### config.mk
export PLATFORM = sky130hd
export DESIGN_NAME = instruction_prefetch_buffer
export DESIGN_NICKNAME = d
export VERILOG_FILES = /design/src/rtl/instruction_prefetch_buffer.sv
export SDC_FILE = /design/constraint.sdc
export NUM_CORES = 1
export LEC_CHECK = 0
export ABC_AREA = 1
export CORE_UTILIZATION = 56
export CTS_CLUSTER_SIZE = 10
export DETAILED_ROUTE_END_ITERATION = 10
export PLACE_DENSITY = 0.77
export SYNTH_ARGS = -nofsm -noshare
export SYNTH_HDL_FRONTEND = slang
export SYNTH_SLANG_ARGS = --single-unit
### constraint.sdc
create_clock -name clk -period 7.2 [get_ports clk]
set_input_delay 1.44 -clock clk [delete_from_list [all_inputs] [get_ports clk]]
set_output_delay 1.44 -clock clk [all_outputs]
set_load 0.01 [all_outputs]
### src/rtl/instruction_prefetch_buffer.sv
// instruction_prefetch_buffer
//
// Purpose: fetches word-aligned 32-bit instruction words ahead of the core's
// PC into a small FIFO. It answers core lookups combinationally from the two
// oldest FIFO entries. When the core's address leaves the prefetched stream,
// it resynchronises to that address. Memory data that arrives for an
// abandoned request is dropped.
//
// Parameters:
//   DEPTH         FIFO entries (power of two, >= 2)
//   BOOT_ADDRESS  first word fetched after reset
//
// Ports:
//   clk                     rising-edge clock
//   rst                     synchronous active-high reset
//   flush_i                 drop FIFO contents and any in-flight fetch
//   instruction_request_i   core lookup valid
//   instruction_addr_i      core PC (bits [1:0] ignored)
//   instruction_response_o  instruction_data_o holds the word at the PC
//   instruction_data_o      matched instruction word
//   mem_req_o               registered memory read request
//   mem_addr_o              registered word address of the request
//   mem_ack_i               memory read done, mem_data_i valid
//   mem_data_i              memory read data

module instruction_prefetch_buffer #(
  parameter int          DEPTH        = 4,
  parameter logic [31:0] BOOT_ADDRESS = 32'h00000000
) (
  input  logic        clk,
  input  logic        rst,
  input  logic        flush_i,
  input  logic        instruction_request_i,
  input  logic [31:0] instruction_addr_i,
  output logic        instruction_response_o,
  output logic [31:0] instruction_data_o,
  output logic        mem_req_o,
  output logic [31:0] mem_addr_o,
  input  logic        mem_ack_i,
  input  logic [31:0] mem_data_i
);

  localparam int PW = $clog2(DEPTH);
  localparam int CW = $clog2(DEPTH + 1);

  localparam logic [1:0] IDLE = 2'd0;
  localparam logic [1:0] BUSY = 2'd1;
  localparam logic [1:0] DROP = 2'd2;

  logic [31:0]   addr_q [DEPTH];
  logic [31:0]   data_q [DEPTH];
  logic [PW-1:0] rd_ptr;
  logic [PW-1:0] wr_ptr;
  logic [PW-1:0] rd_ptr_next_entry;
  logic [CW-1:0] count;
  logic [CW-1:0] count_next;
  logic [31:0]   next_addr;
  logic [1:0]    state;

  logic [31:0] word_addr;
  logic        match0;
  logic        match1;
  logic        lookup;
  logic        pop;
  logic        miss;
  logic        redirect;
  logic        clear;
  logic        ack;
  logic        push;
  logic        unused_addr_bits;

  // The low PC bits never select a different word, so they are discarded.
  assign unused_addr_bits = ^instruction_addr_i[1:0];
  assign word_addr        = {instruction_addr_i[31:2], 2'b00};

  assign rd_ptr_next_entry = rd_ptr + PW'(1);
  assign match0 = (count >= CW'(1)) && (addr_q[rd_ptr] == word_addr);
  assign match1 = (count >= CW'(2)) && (addr_q[rd_ptr_next_entry] == word_addr);

  assign instruction_response_o = instruction_request_i & (match0 | match1);
  assign instruction_data_o     = match0 ? data_q[rd_ptr] :
                                  match1 ? data_q[rd_ptr_next_entry] : 32'h0;

  // Lookup actions are suppressed while a flush is in progress. A miss on the
  // address we are about to fetch just waits. Any other miss is a redirect.
  assign lookup   = instruction_request_i & ~flush_i;
  assign pop      = lookup & ~match0 & match1;
  assign miss     = lookup & ~match0 & ~match1;
  assign redirect = miss & (word_addr != next_addr);
  assign clear    = flush_i | miss;

  // Acks only count while a request is outstanding. Data is pushed only for
  // a live (non-dropped, non-redirected) request.
  assign ack  = mem_ack_i & mem_req_o;
  assign push = (state == BUSY) & ack & ~flush_i & ~redirect;

  // Occupancy after this edge. A clear empties the FIFO, but a word pushed
  // in the same cycle survives as the only entry.
  always_comb begin
    count_next = count;
    if (clear) begin
      count_next = push ? CW'(1) : CW'(0);
    end else if (push && !pop) begin
      count_next = count + CW'(1);
    end else if (pop && !push) begin
      count_next = count - CW'(1);
    end
  end

  // FIFO storage carries no reset; validity is tracked by count alone.
  always_ff @(posedge clk) begin
    if (push) begin
      addr_q[wr_ptr] <= mem_addr_o;
      data_q[wr_ptr] <= mem_data_i;
    end
  end

  // Pointers, occupancy, the fetch address and the fetch FSM.
  always_ff @(posedge clk) begin
    if (rst) begin
      state     <= IDLE;
      mem_req_o <= 1'b0;
      mem_addr_o <= BOOT_ADDRESS;
      next_addr <= BOOT_ADDRESS;
      rd_ptr    <= '0;
      wr_ptr    <= '0;
      count     <= '0;
    end else begin
      count <= count_next;

      // Clearing moves the read pointer onto the write pointer. A word
      // pushed this same edge lands there and becomes the new head.
      if (clear) begin
        rd_ptr <= wr_ptr;
      end else if (pop) begin
        rd_ptr <= rd_ptr_next_entry;
      end
      if (push) begin
        wr_ptr <= wr_ptr + PW'(1);
      end

      if (redirect) begin
        next_addr <= word_addr;
      end else if (push) begin
        next_addr <= next_addr + 32'd4;
      end

      case (state)
        IDLE: begin
          if ((count < CW'(DEPTH)) && !redirect && !flush_i) begin
            mem_req_o  <= 1'b1;
            mem_addr_o <= next_addr;
            state      <= BUSY;
          end
        end
        BUSY: begin
          if (ack) begin
            if (flush_i || redirect || (count_next >= CW'(DEPTH))) begin
              mem_req_o <= 1'b0;
              state     <= IDLE;
            end else begin
              mem_addr_o <= mem_addr_o + 32'd4;
            end
          end else if (flush_i || redirect) begin
            // The memory still owes us this word; wait for it, then discard.
            state <= DROP;
          end
        end
        DROP: begin
          if (ack) begin
            mem_req_o <= 1'b0;
            state     <= IDLE;
          end
        end
        default: begin
          mem_req_o <= 1'b0;
          state     <= IDLE;
        end
      endcase
    end
  end

endmodule

# Word-level counts from Yosys, hierarchy flattened
# Memory sizes are Yosys's and may differ from the RTL's. A register that Yosys moved wholly into a read port is not among the register bits.
# Index checks and enable logic that the tools add are counted.
[totals]
ff_bits = 74
latchBits = 0
ramBits = 256
mem_bits_ro = 0
in_bits = 69
out_inout_bits = 66
elab_cells = 99
memories = 2
[op_classes]
addsub = 6
mul = 0
div_mod_pow = 0
order_cmp = 4
eq_ne = 12
shift = 0
muxes = 31
bitwise = 16
n_reduce_logical = 20
[memory_table]
columns = ["memory", "depth", "word_bits", "read_ports", "rd_ports_with_merged_regs", "write_ports", "line_no", "source"]
rows = [
  ["addr_q", 4, 32, 2, 1, 1, "50", "logic [31:0] addr_q [DEPTH];"],
  ["data_q", 4, 32, 2, 1, 1, "51", "logic [31:0] data_q [DEPTH];"],
]
[op_table]
columns = ["cell", "count"]
rows = [
  ["32-bit two-way mux", 7],
  ["32-bit by 3-bit adder with 32-bit output, second input constant", 2],
  ["32-bit == test", 2],
  ["32-bit case mux with 2 select lines", 1],
  ["32-bit != test", 1],
  ["2-bit two-way mux", 11],
  ["4-bit AND reduction", 3],
  ["1-bit AND", 10],
  ["3-bit two-way mux", 3],
  ["2-bit != test, second input constant", 4],
  ["1-bit two-way mux", 7],
  ["1-bit logical AND", 6],
  ["3-bit by 2-bit != test with 1-bit output, second input constant", 2],
  ["2-bit case mux with 3 select lines", 1],
  ["2-bit nonzero test", 3],
  ["2-bit by 1-bit adder with 2-bit output, second input constant", 2],
  ["1-bit logical NOT", 4],
  ["1-bit NOT", 4],
  ["3-bit by 1-bit adder with 3-bit output, second input constant", 1],
  ["3-bit by 1-bit >= comparator with 1-bit output, second input constant", 1],
  ["3-bit by 2-bit >= comparator with 1-bit output, second input constant", 1],
  ["3-bit >= comparator, second input constant", 1],
  ["3-bit < comparator, second input constant", 1],
  ["1-bit case mux with 3 select lines", 1],
  ["8 further kinds", 10],
]

# Longest topological paths before layout
# Gate-level depths: netlist of run 1.
# An unclocked memory read counts as a cell.
[depth]
depth_word = 19
depth_mapped = 26

# Least setup slack after synthesis of run 1
# OpenSTA, ideal clock, no wires.
[synth_timing]
path_kind = "input -> register"
startpoint = "in instruction_addr_i[26]"
endpoint = "mem addr_q[0][10], enable pin"
setup_time_ps = 482
arrival_ps = 5325
required_time_ps = 6718
path_slack_ps = 1392
cell_stages = 14
n_path_buf = 2
cell_sequence = "inv_1 nand3_1 nand2_1 nor2_1 nand2_1 nor2_1 nand2_1 nor2_2 nor2_1 nand3_2 nand2_1 buf_2 buf_1 nor2_1"
[synth_between]
elab_chain_len = 10
[synth_lines]
columns = ["element", "line_no", "source"]
rows = [
  ["from (decl)", "34", "input logic [31:0] instruction_addr_i,"],
  ["32-bit == test", "77", "assign match0 = (count >= CW'(1)) && (addr_q[rd_ptr] == word_addr);"],
  ["1-bit logical AND", "77", ""],
  ["1-bit NOT", "88", "assign miss = lookup & ~match0 & ~match1;"],
  ["1-bit AND (2 in series)", "88", ""],
  ["1-bit AND *", "89", "assign redirect = miss & (word_addr != next_addr);"],
  ["1-bit NOT *", "95", "assign push = (state == BUSY) & ack & ~flush_i & ~redirect;"],
  ["1-bit AND *", "95", ""],
  ["1-bit two-way mux *", "112", "if (push) begin"],
  ["1-bit two-way mux (implied by the code) *", "113", "addr_q[wr_ptr] <= mem_addr_o;"],
  ["to (decl)", "50", ""],
]
# Mark *: on every way between the ends. The rest lies on a longest branch, timed or not.

# Worst setup path in the final report of run 1
[layout_timing]
startpoint = "reg rd_ptr[0]"
endpoint = "out instruction_data_o[11]"
[layout_between]
elab_chain_len = 6
[layout_lines]
columns = ["element", "line_no", "source"]
rows = [
  ["from (decl)", "52", "logic [PW-1:0] rd_ptr;"],
  ["from (signal assigned)", "134", "rd_ptr <= wr_ptr;"],
  ["from (signal assigned)", "136", "rd_ptr <= rd_ptr_next_entry;"],
  ["2-bit by 1-bit adder with 2-bit output *", "76", "assign rd_ptr_next_entry = rd_ptr + PW'(1);"],
  ["memory 4 x 32 bit", "-", ""],
  ["32-bit == test", "78", "assign match1 = (count >= CW'(2)) && (addr_q[rd_ptr_next_entry] == word_addr);"],
  ["1-bit logical AND", "78", ""],
  ["32-bit two-way mux *", "82", "match1 ? data_q[rd_ptr_next_entry] : 32'h0;"],
  ["32-bit two-way mux *", "81", "assign instruction_data_o = match0 ? data_q[rd_ptr] :"],
  ["to (decl)", "36", "output logic [31:0] instruction_data_o,"],
]
# Marked as above.

==> qor.log, run 1 <==
qor: finish.post_route_cells_drive_above_1_share 5.56%
qor: sta.finalHoldViolations 0
qor: floorplanning.placementRows 65
qor: sta.finalSetupViolCount 0
qor: clocking.clkSlewWorstSetupHoldPaths 0.05 ns
qor: sta.clock.fmax 159 MHz
qor: sta.setup_clock_skew_after_layout 0.0124 ns
qor: status.status complete, no violations
qor: drt.routed_via_density 5.90
qor: clocking.clk_latency 0.53 ns
qor: global_route.grt_antenna_before_repair 1
qor: power_and_ir_drop.power.clock.fraction 31.8%
qor: critical_path.timing.critical_path.required 5.76 ns
qor: critical_path.worstPathArrival 4.83 ns
qor: sta.finalMaxSlewViolations 0
qor: power_and_ir_drop.power_switching 1.92 mW
qor: placement.port_buffer_cells 130
qor: power_and_ir_drop.power.leakage 8.54 nW
qor: finish.flow.area_growth_from_synthesis 15.4%
qor: critical_path.end_kind output pin
qor: sta.worstMarginPinSlew 1.19 ns
qor: sta.finalCritPeriodShare 87.1%
qor: finish.final_core_area_utilization 65.6%
qor: drt.first_pass_iters 7
qor: clocking.cts_hold_buffers 0
qor: drt.avgRoutedWirePerCell 20.0 um
qor: power_and_ir_drop.vdd_drop_max 0.223 mV
qor: synthesis.postSynth.asyncResetShare 0%
qor: floorplanning.floorplan.die_area 32,700 um^2
qor: global_route.grt_pass1_wl 87,500 um
qor: sta.setup_total_negative_slack 0 ns
qor: placement.placedInstanceArea 19,500 um^2
qor: floorplanning.core 31,600 um^2
qor: synthesis.synth_enable_flop_cells 248
qor: global_route.vias_in_the_first_global_route 16,039
qor: critical_path.path_class register to output pin
qor: floorplanning.die-height 181 um
qor: drt.drc 0
qor: clocking.cts.repair_timing.setup_buffer_count 0
qor: global_route.global_route.overflow_total 0
qor: synthesis.synthAdderAreaFrac 0.628%
qor: power_and_ir_drop.portion_of_total_power_attributed_to_combinational_logic 25.2%
qor: sta.rsz0062_at_grt no
qor: synthesis.ys_seq_elements 320
qor: global_route.grt_max_degree 125
qor: synthesis.most_common_cell_in_the_synthesized_netlist nand2_1
qor: drt.totalWireLength 57,000 um
qor: clocking.ctsResizeCount 0
qor: clocking.clk_path_buf_depth 3
qor: synthesis.post_synth_inst_count 2,328
qor: floorplanning.boundaryPins 135
qor: synthesis.synth.top_cells.by_area edfxtp_1 42%, nand2_1 18%, dfxtp_1 8.0%
qor: synthesis.synthesis.yosys.warnings 0
qor: sta.layout_min_cycle_time 6.27 ns
qor: clocking.cts_made_buffers 39
qor: power_and_ir_drop.power.share.sequential 43.0%
qor: sta.worst_hold_slack_after_final_layout 0.495 ns
qor: critical_path.crit_path_max_incr_delay 0.80 ns
qor: job.maxCapViolCount 0
qor: floorplanning.die_w 181 um
qor: critical_path.path_delay_family simple AND/OR/NAND/NOR gates
qor: drt.initialDrtViolationCount 1,692
qor: critical_path.worst-path-buf-inv 4
qor: power_and_ir_drop.power.share.switching 33.5%
qor: critical_path.cp_slowest_cell nor2_4
qor: sta.relSlewSlack 20.7%
qor: drt.num_vias 16,827
qor: finish.fin_area 20,700 um^2
qor: global_route.globalRouteTotalUtil 34.6%
qor: synthesis.avgSynthCellArea 7.70 um^2
qor: synthesis.synth-seq-area-share 49.6%
qor: power_and_ir_drop.power.density_cell_area 277 nW/um^2
qor: clocking.numClockSinks 320
qor: synthesis.most_numerous_cell_types_in_the_synthesized_netlist 853 x nand2_1, 253 x nor2_1, 248 x edfxtp_1
qor: clocking.tritoncts_clock_tree yes
qor: synthesis.post_synth_mux_area_share 0%
qor: drt.drt.antenna.violating_nets 0
qor: synthesis.predominant_post_synthesis_flop_cell edfxtp_1
qor: min_path.min_path_type register to register
qor: synthesis.synth.largest_area_cell edfxtp_1
qor: clocking.cts.root.buffer_cell clkbuf_16
qor: finish.num-nets-final 2,493
qor: synthesis.netlist-cell-type-count 37
qor: clocking.cts_max_level 2
qor: synthesis.yosys.area_share.xor_xnor 2.54%
qor: synthesis.yosysTopAreaCellShare 41.5%
qor: synthesis.post_synth_instance_area 17,900 um^2
qor: synthesis.synthSimpleGateAreaFrac 32.6%
qor: critical_path.critical-path-top-cell-by-count nand2_1
qor: floorplanning.initial_utilization 56.8%
qor: placement.detailed_place_hpwl 37,200 um
qor: critical_path.crit_chain buf_4 -> nor2_4 -> nor2_4 -> buf_4 -> nand2_1 -> nand3_1 -> nand2_1 -> nor2_1 -> nand2_1 -> nor2_1 -> nand2_1 -> nor2_4 -> buf_4 -> nand2_1 -> a21oi_1 -> clkdlybuf4s50_1
qor: placement.finalWeightedCongestion 0.978
qor: power_and_ir_drop.intPower 3.81 mW
qor: critical_path.timing.critical_path.from_type register
qor: synthesis.synth_compound_gate_area_share 8.76%
qor: critical_path.worst-path-max-fanout 48
qor: synthesis.synth_top_family_by_area simple AND/OR/NAND/NOR gates
-- placed cells by master, fill, tap and decap left out, types with 2 or more instances in the layout --
cell type / n
clkbuf_1: 26
inv_2: 6
or2_2: 35
o22ai_1: 35
o221ai_1: 15
dfxtp_1: 69
nand4_1: 36
nand2_2: 2
o211ai_1: 36
xnor2_1: 6
diode_2: 2
dfxtp_4: 2
o21ai_1: 2
nor2_1: 248
edfxtp_1: 248
a31oi_1: 2
nand2_4: 2
clkdlybuf4s50_1: 130
clkbuf_16: 40
a211oi_1: 2
nor2_4: 8
nand3b_1: 2
o21ai_0: 98
xor2_1: 46
clkinv_2: 3
nor3_1: 19
nand3_1: 193
buf_12: 2
nor2_2: 2
nand2_1: 853
conb_1: 2
buf_4: 28
inv_1: 136
nor4_1: 11
a21oi_1: 83
ha_1: 9
-- final cells by class --
type                    count  area (um^2)
repair buffers            160         1550
well taps                 402          503
fillers                  2652        10900
multi-input cells        1750         8020
clock buffers              67         1110
inverters                 144          542
diodes                      2         5.00
flip-flops and latches    320         8900
clock inverters             5         65.1
-- stage by stage --
stage | cells | total power, mW | setup WS, ns
after floorplan | 2329 | 3.33 | 1.39
after global placement | 2776 | 3.86 | 1.27
after detailed placement | 2776 | 3.90 | 1.27
after CTS | 2848 | 5.71 | 1.03
after global routing | 2849 | 5.99 | 0.760
final | 2850 | 5.73 | 0.925
-- routing by layer --
layer	GRT usage, %	part of all wire (%)	up-vias
li1	-	-	7915
met4	13.8	3.8	0
met3	5.16	10	171
met1	47.3	40	7783
met5	0	0	-
met2	55.6	46	958
-- state kept, by name (all words and copies together), names as in the netlist, named ones only --
register	cells
mem_addr_o	30
count	3
rd_ptr	2
next_addr	30
mem_req_o	1
data_q	128
addr_q	120
wr_ptr	2
state	2
-- power by group through the flow --
stage          clock network, mW  logic [mW]  registers [mW]
6_report                    1.82        1.45            2.46
5_1_grt                     1.92        1.59            2.48
4_1_cts                     1.84        1.42            2.45
3_5_place_dp                   0        1.41            2.49
3_3_place_gp                   0        1.38            2.48
2_1_floorplan                  0       0.890            2.44
-- worst reg2reg max path, delay by kind of cell, from the launching register on --
kind | cells | cell delay [ns]
AND/OR/NAND/NOR | 14 | 2.51
flip-flops | 1 | 0.48
buffers and inverters | 5 | 1.92
AO/OA/AOI/OAI | 1 | 0.13
-- cell families (layout without fill, tap and decap cells) --
| group | Yosys count | count (layout) |
|---|---|---|
| buffers and inverters | 259 | 376 |
| XOR/XNOR | 52 | 52 |
| AO/OA/AOI/OAI | 274 | 274 |
| adder cells (fa/ha/maj) | 9 | 9 |
| flip-flops | 320 | 320 |
| other | 1 | 4 |
| AND/OR/NAND/NOR | 1413 | 1413 |
-- final timing paths --
kind                                 from                     end  slack [ns]  cells past startpoint
worst max-delay path            rd_ptr[0]  instruction_data_o[11]        0.93                     16
worst min-delay path            mem_req_o               mem_req_o        0.49                      2
worst max register to register  rd_ptr[0]           next_addr[10]        2.04                     20
worst min register to register  mem_req_o               mem_req_o        0.49                      2
Note: power is estimated with default switching activity, not from simulation.
==> inputs of run 2 (changes only) <==
--- a/config.mk
+++ b/config.mk
@@ -6,6 +6,7 @@
 export NUM_CORES = 1
 export LEC_CHECK = 0
 export ABC_AREA = 1
+export CORE_ASPECT_RATIO = 1.4
 export CORE_UTILIZATION = 56
 export CTS_CLUSTER_SIZE = 10
 export DETAILED_ROUTE_END_ITERATION = 10
==> run 2 against run 1 <==
Compared with the run above:
- non-clock buffer count decreased by 5
- setup slack improved by 0.0068 ns
- via count decreased by 1.2%
- critical path type unchanged
==> qor.log, run 2 (synthesized netlist as in run 1, its figures left out) <==
qor: clocking.cts_made_buffers 38
qor: critical_path.path_delay_family buffers and inverters
qor: critical_path.worstPathArrival 4.83 ns
qor: min_path.min_path_type register to register
qor: global_route.grt_pass1_wl 84,200 um
qor: sta.setup_clock_skew_after_layout 0.0151 ns
qor: critical_path.crit_path_max_incr_delay 0.58 ns
qor: finish.biggest_regs data_q: 128 flops, addr_q: 120 flops
qor: critical_path.critical-path-top-cell-by-count nand2_1
qor: floorplanning.core 31,500 um^2
qor: clocking.cts_hold_buffers 0
qor: sta.clock.fmax 160 MHz
qor: status.status complete, no violations
qor: drt.initialDrtViolationCount 1,488
qor: power_and_ir_drop.portion_of_total_power_attributed_to_combinational_logic 25.2%
qor: placement.preCtsSetupSlack 1.28 ns
qor: placement.detailed_place_hpwl 36,300 um
qor: floorplanning.die-height 214 um
qor: drt.first_pass_iters 8
qor: global_route.vias_in_the_first_global_route 15,734
qor: sta.relSlewSlack 18.0%
qor: finish.final_common_cell nand2_1
qor: sta.worstMarginPinSlew 1.23 ns
qor: drt.drc 0
qor: sta.setup_ws 0.932 ns
qor: power_and_ir_drop.power.leakage 8.48 nW
qor: floorplanning.die_w 153 um
qor: critical_path.timing.critical_path.from_type register
qor: finish.max_flop_register data_q
qor: power_and_ir_drop.vdd_drop_max 0.275 mV
qor: power_and_ir_drop.power.share.switching 33.4%
qor: placement.port_buffer_cells 130
qor: power_and_ir_drop.power.clock.fraction 31.2%
qor: sta.finalHoldViolations 0
qor: drt.routed_via_density 5.87
qor: finish.num_antenna_cells 0
qor: clocking.clkSlewWorstSetupHoldPaths 0.06 ns
qor: sta.setup_total_negative_slack 0 ns
qor: global_route.global_route.overflow_total 0
qor: critical_path.cp_slowest_cell clkdlybuf4s50_1
qor: critical_path.worst-path-max-fanout 41
qor: floorplanning.boundaryPins 135
qor: finish.largest_register_ff_count 128
qor: critical_path.end_kind output pin
qor: global_route.globalRouteTotalUtil 33.8%
qor: clocking.cts_max_level 2
qor: clocking.tritoncts_clock_tree yes
qor: clocking.ctsResizeCount 0
qor: critical_path.worst-path-buf-inv 4
qor: job.maxCapViolCount 0
qor: floorplanning.initial_utilization 56.9%
qor: floorplanning.placementRows 77
qor: drt.drt.antenna.violating_nets 0
qor: finish.flow.area_growth_from_synthesis 14.8%
qor: clocking.cts.root.buffer_cell clkbuf_16
qor: sta.layout_min_cycle_time 6.27 ns
qor: global_route.grt_antenna_before_repair 0
qor: power_and_ir_drop.power.share.sequential 43.6%
qor: power_and_ir_drop.power.density_cell_area 274 nW/um^2
qor: sta.rsz0062_at_grt no
qor: clocking.cts.repair_timing.setup_buffer_count 0
qor: sta.finalCritPeriodShare 87.1%
qor: critical_path.path_class register to output pin
qor: placement.finalWeightedCongestion 0.976
qor: critical_path.timing.critical_path.required 5.76 ns
qor: floorplanning.floorplan.die_area 32,800 um^2
qor: clocking.clk_latency 0.53 ns
qor: sta.finalSetupViolCount 0
qor: drt.totalWireLength 55,500 um
qor: drt.num_vias 16,623
qor: clocking.clk_path_buf_depth 3
qor: finish.most-common-layout-cells 853 x nand2_1, 248 x nor2_1, 248 x edfxtp_1, 193 x nand3_1, 136 x inv_1
qor: sta.finalMaxSlewViolations 0
qor: finish.num-nets-final 2,487
qor: drt.avgRoutedWirePerCell 19.6 um
qor: power_and_ir_drop.intPower 3.76 mW
qor: global_route.grt_max_degree 86
qor: finish.post_route_cells_drive_above_1_share 5.25%
qor: clocking.numClockSinks 320
qor: critical_path.crit_chain buf_4 -> inv_2 -> nand2_1 -> nand2_2 -> nand2_1 -> nand2_1 -> nand2_1 -> nand2_1 -> nor2_1 -> nand2_1 -> nor2_1 -> nand2_1 -> nor2_4 -> buf_4 -> nand2_1 -> a21oi_1 -> clkdlybuf4s50_1
qor: power_and_ir_drop.power_switching 1.89 mW
## run 2: cell count changes in the layout (fill, tap and decap cells not counted)
cell       change
buf_4          -5
diode_2        -2
bufinv_16      -1
clkbuf_8       -1
clkinv_8       -1
## run 2: layer usage
| metal | track usage [%] | part of all wire, % | vias up |
|---|---|---|---|
| met5 | 0 | 0 | - |
| met4 | 18.6 | 4.9 | 0 |
| met1 | 39.7 | 38 | 7769 |
| met2 | 60.3 | 50 | 792 |
| li1 | - | - | 7887 |
| met3 | 4.20 | 7.9 | 175 |
## run 2: area by class of cell
cell class	instances	area (um^2)
repair buffers	155	1510
clock buffers	66	1100
inverters	144	542
multi-input cells	1750	8020
flip-flops and latches	320	8900
clock inverters	3	18.8
fillers	2652	10900
well taps	395	494
## run 2: worst register-to-register path, stage by stage, from the launching register on
cell	delay, ns
dfxtp_4	0.79
buf_4	0.71
nand2_1	0.16
nand3_1	0.15
nand3_1	0.18
nand2_1	0.11
nor2_1	0.04
nand2_1	0.05
nor2_1	0.04
nand2_1	0.07
nor2_2	0.06
nor2_1	0.38
nand3_2	0.37
nand2_1	1.02
inv_1	0.65
nand2_1	0.26
nand2_1	0.09
xor2_1	0.14
nor2_1	0.09
a211oi_1	0.05
## run 2: final timing paths
check,start,to,slack (ns),cells after the start
setup reg to reg,register,count[0],1.60,19
hold reg to reg,state[1],state[1],0.53,2
setup / recovery,rd_ptr[0],instruction_data_o[24],0.93,17
hold / removal,state[1],state[1],0.53,2
## run 2: power groups by stage
stage | clock network, mW | registers, mW | logic [mW]
finish | 1.76 | 2.46 | 1.42
global route | 1.84 | 2.48 | 1.56
CTS | 1.78 | 2.46 | 1.41
detailed placement | 0 | 2.49 | 1.40
global placement | 0 | 2.48 | 1.37
floorplan | 0 | 2.44 | 0.890
## run 2: through the flow
step           hold slack [ns]  cells  utilization [%]  power [mW]  cell area (um^2)
2_1_floorplan            0.487   2329                -        3.33             17900
3_3_place_gp             0.515   2764             61.8        3.85             19500
3_5_place_dp             0.517   2764             61.8        3.89             19500
4_1_cts                  0.526   2833             65.3        5.64             20600
5_1_grt                  0.556   2833             65.3        5.88             20600
6_report                 0.531   2833             65.3        5.64             20600
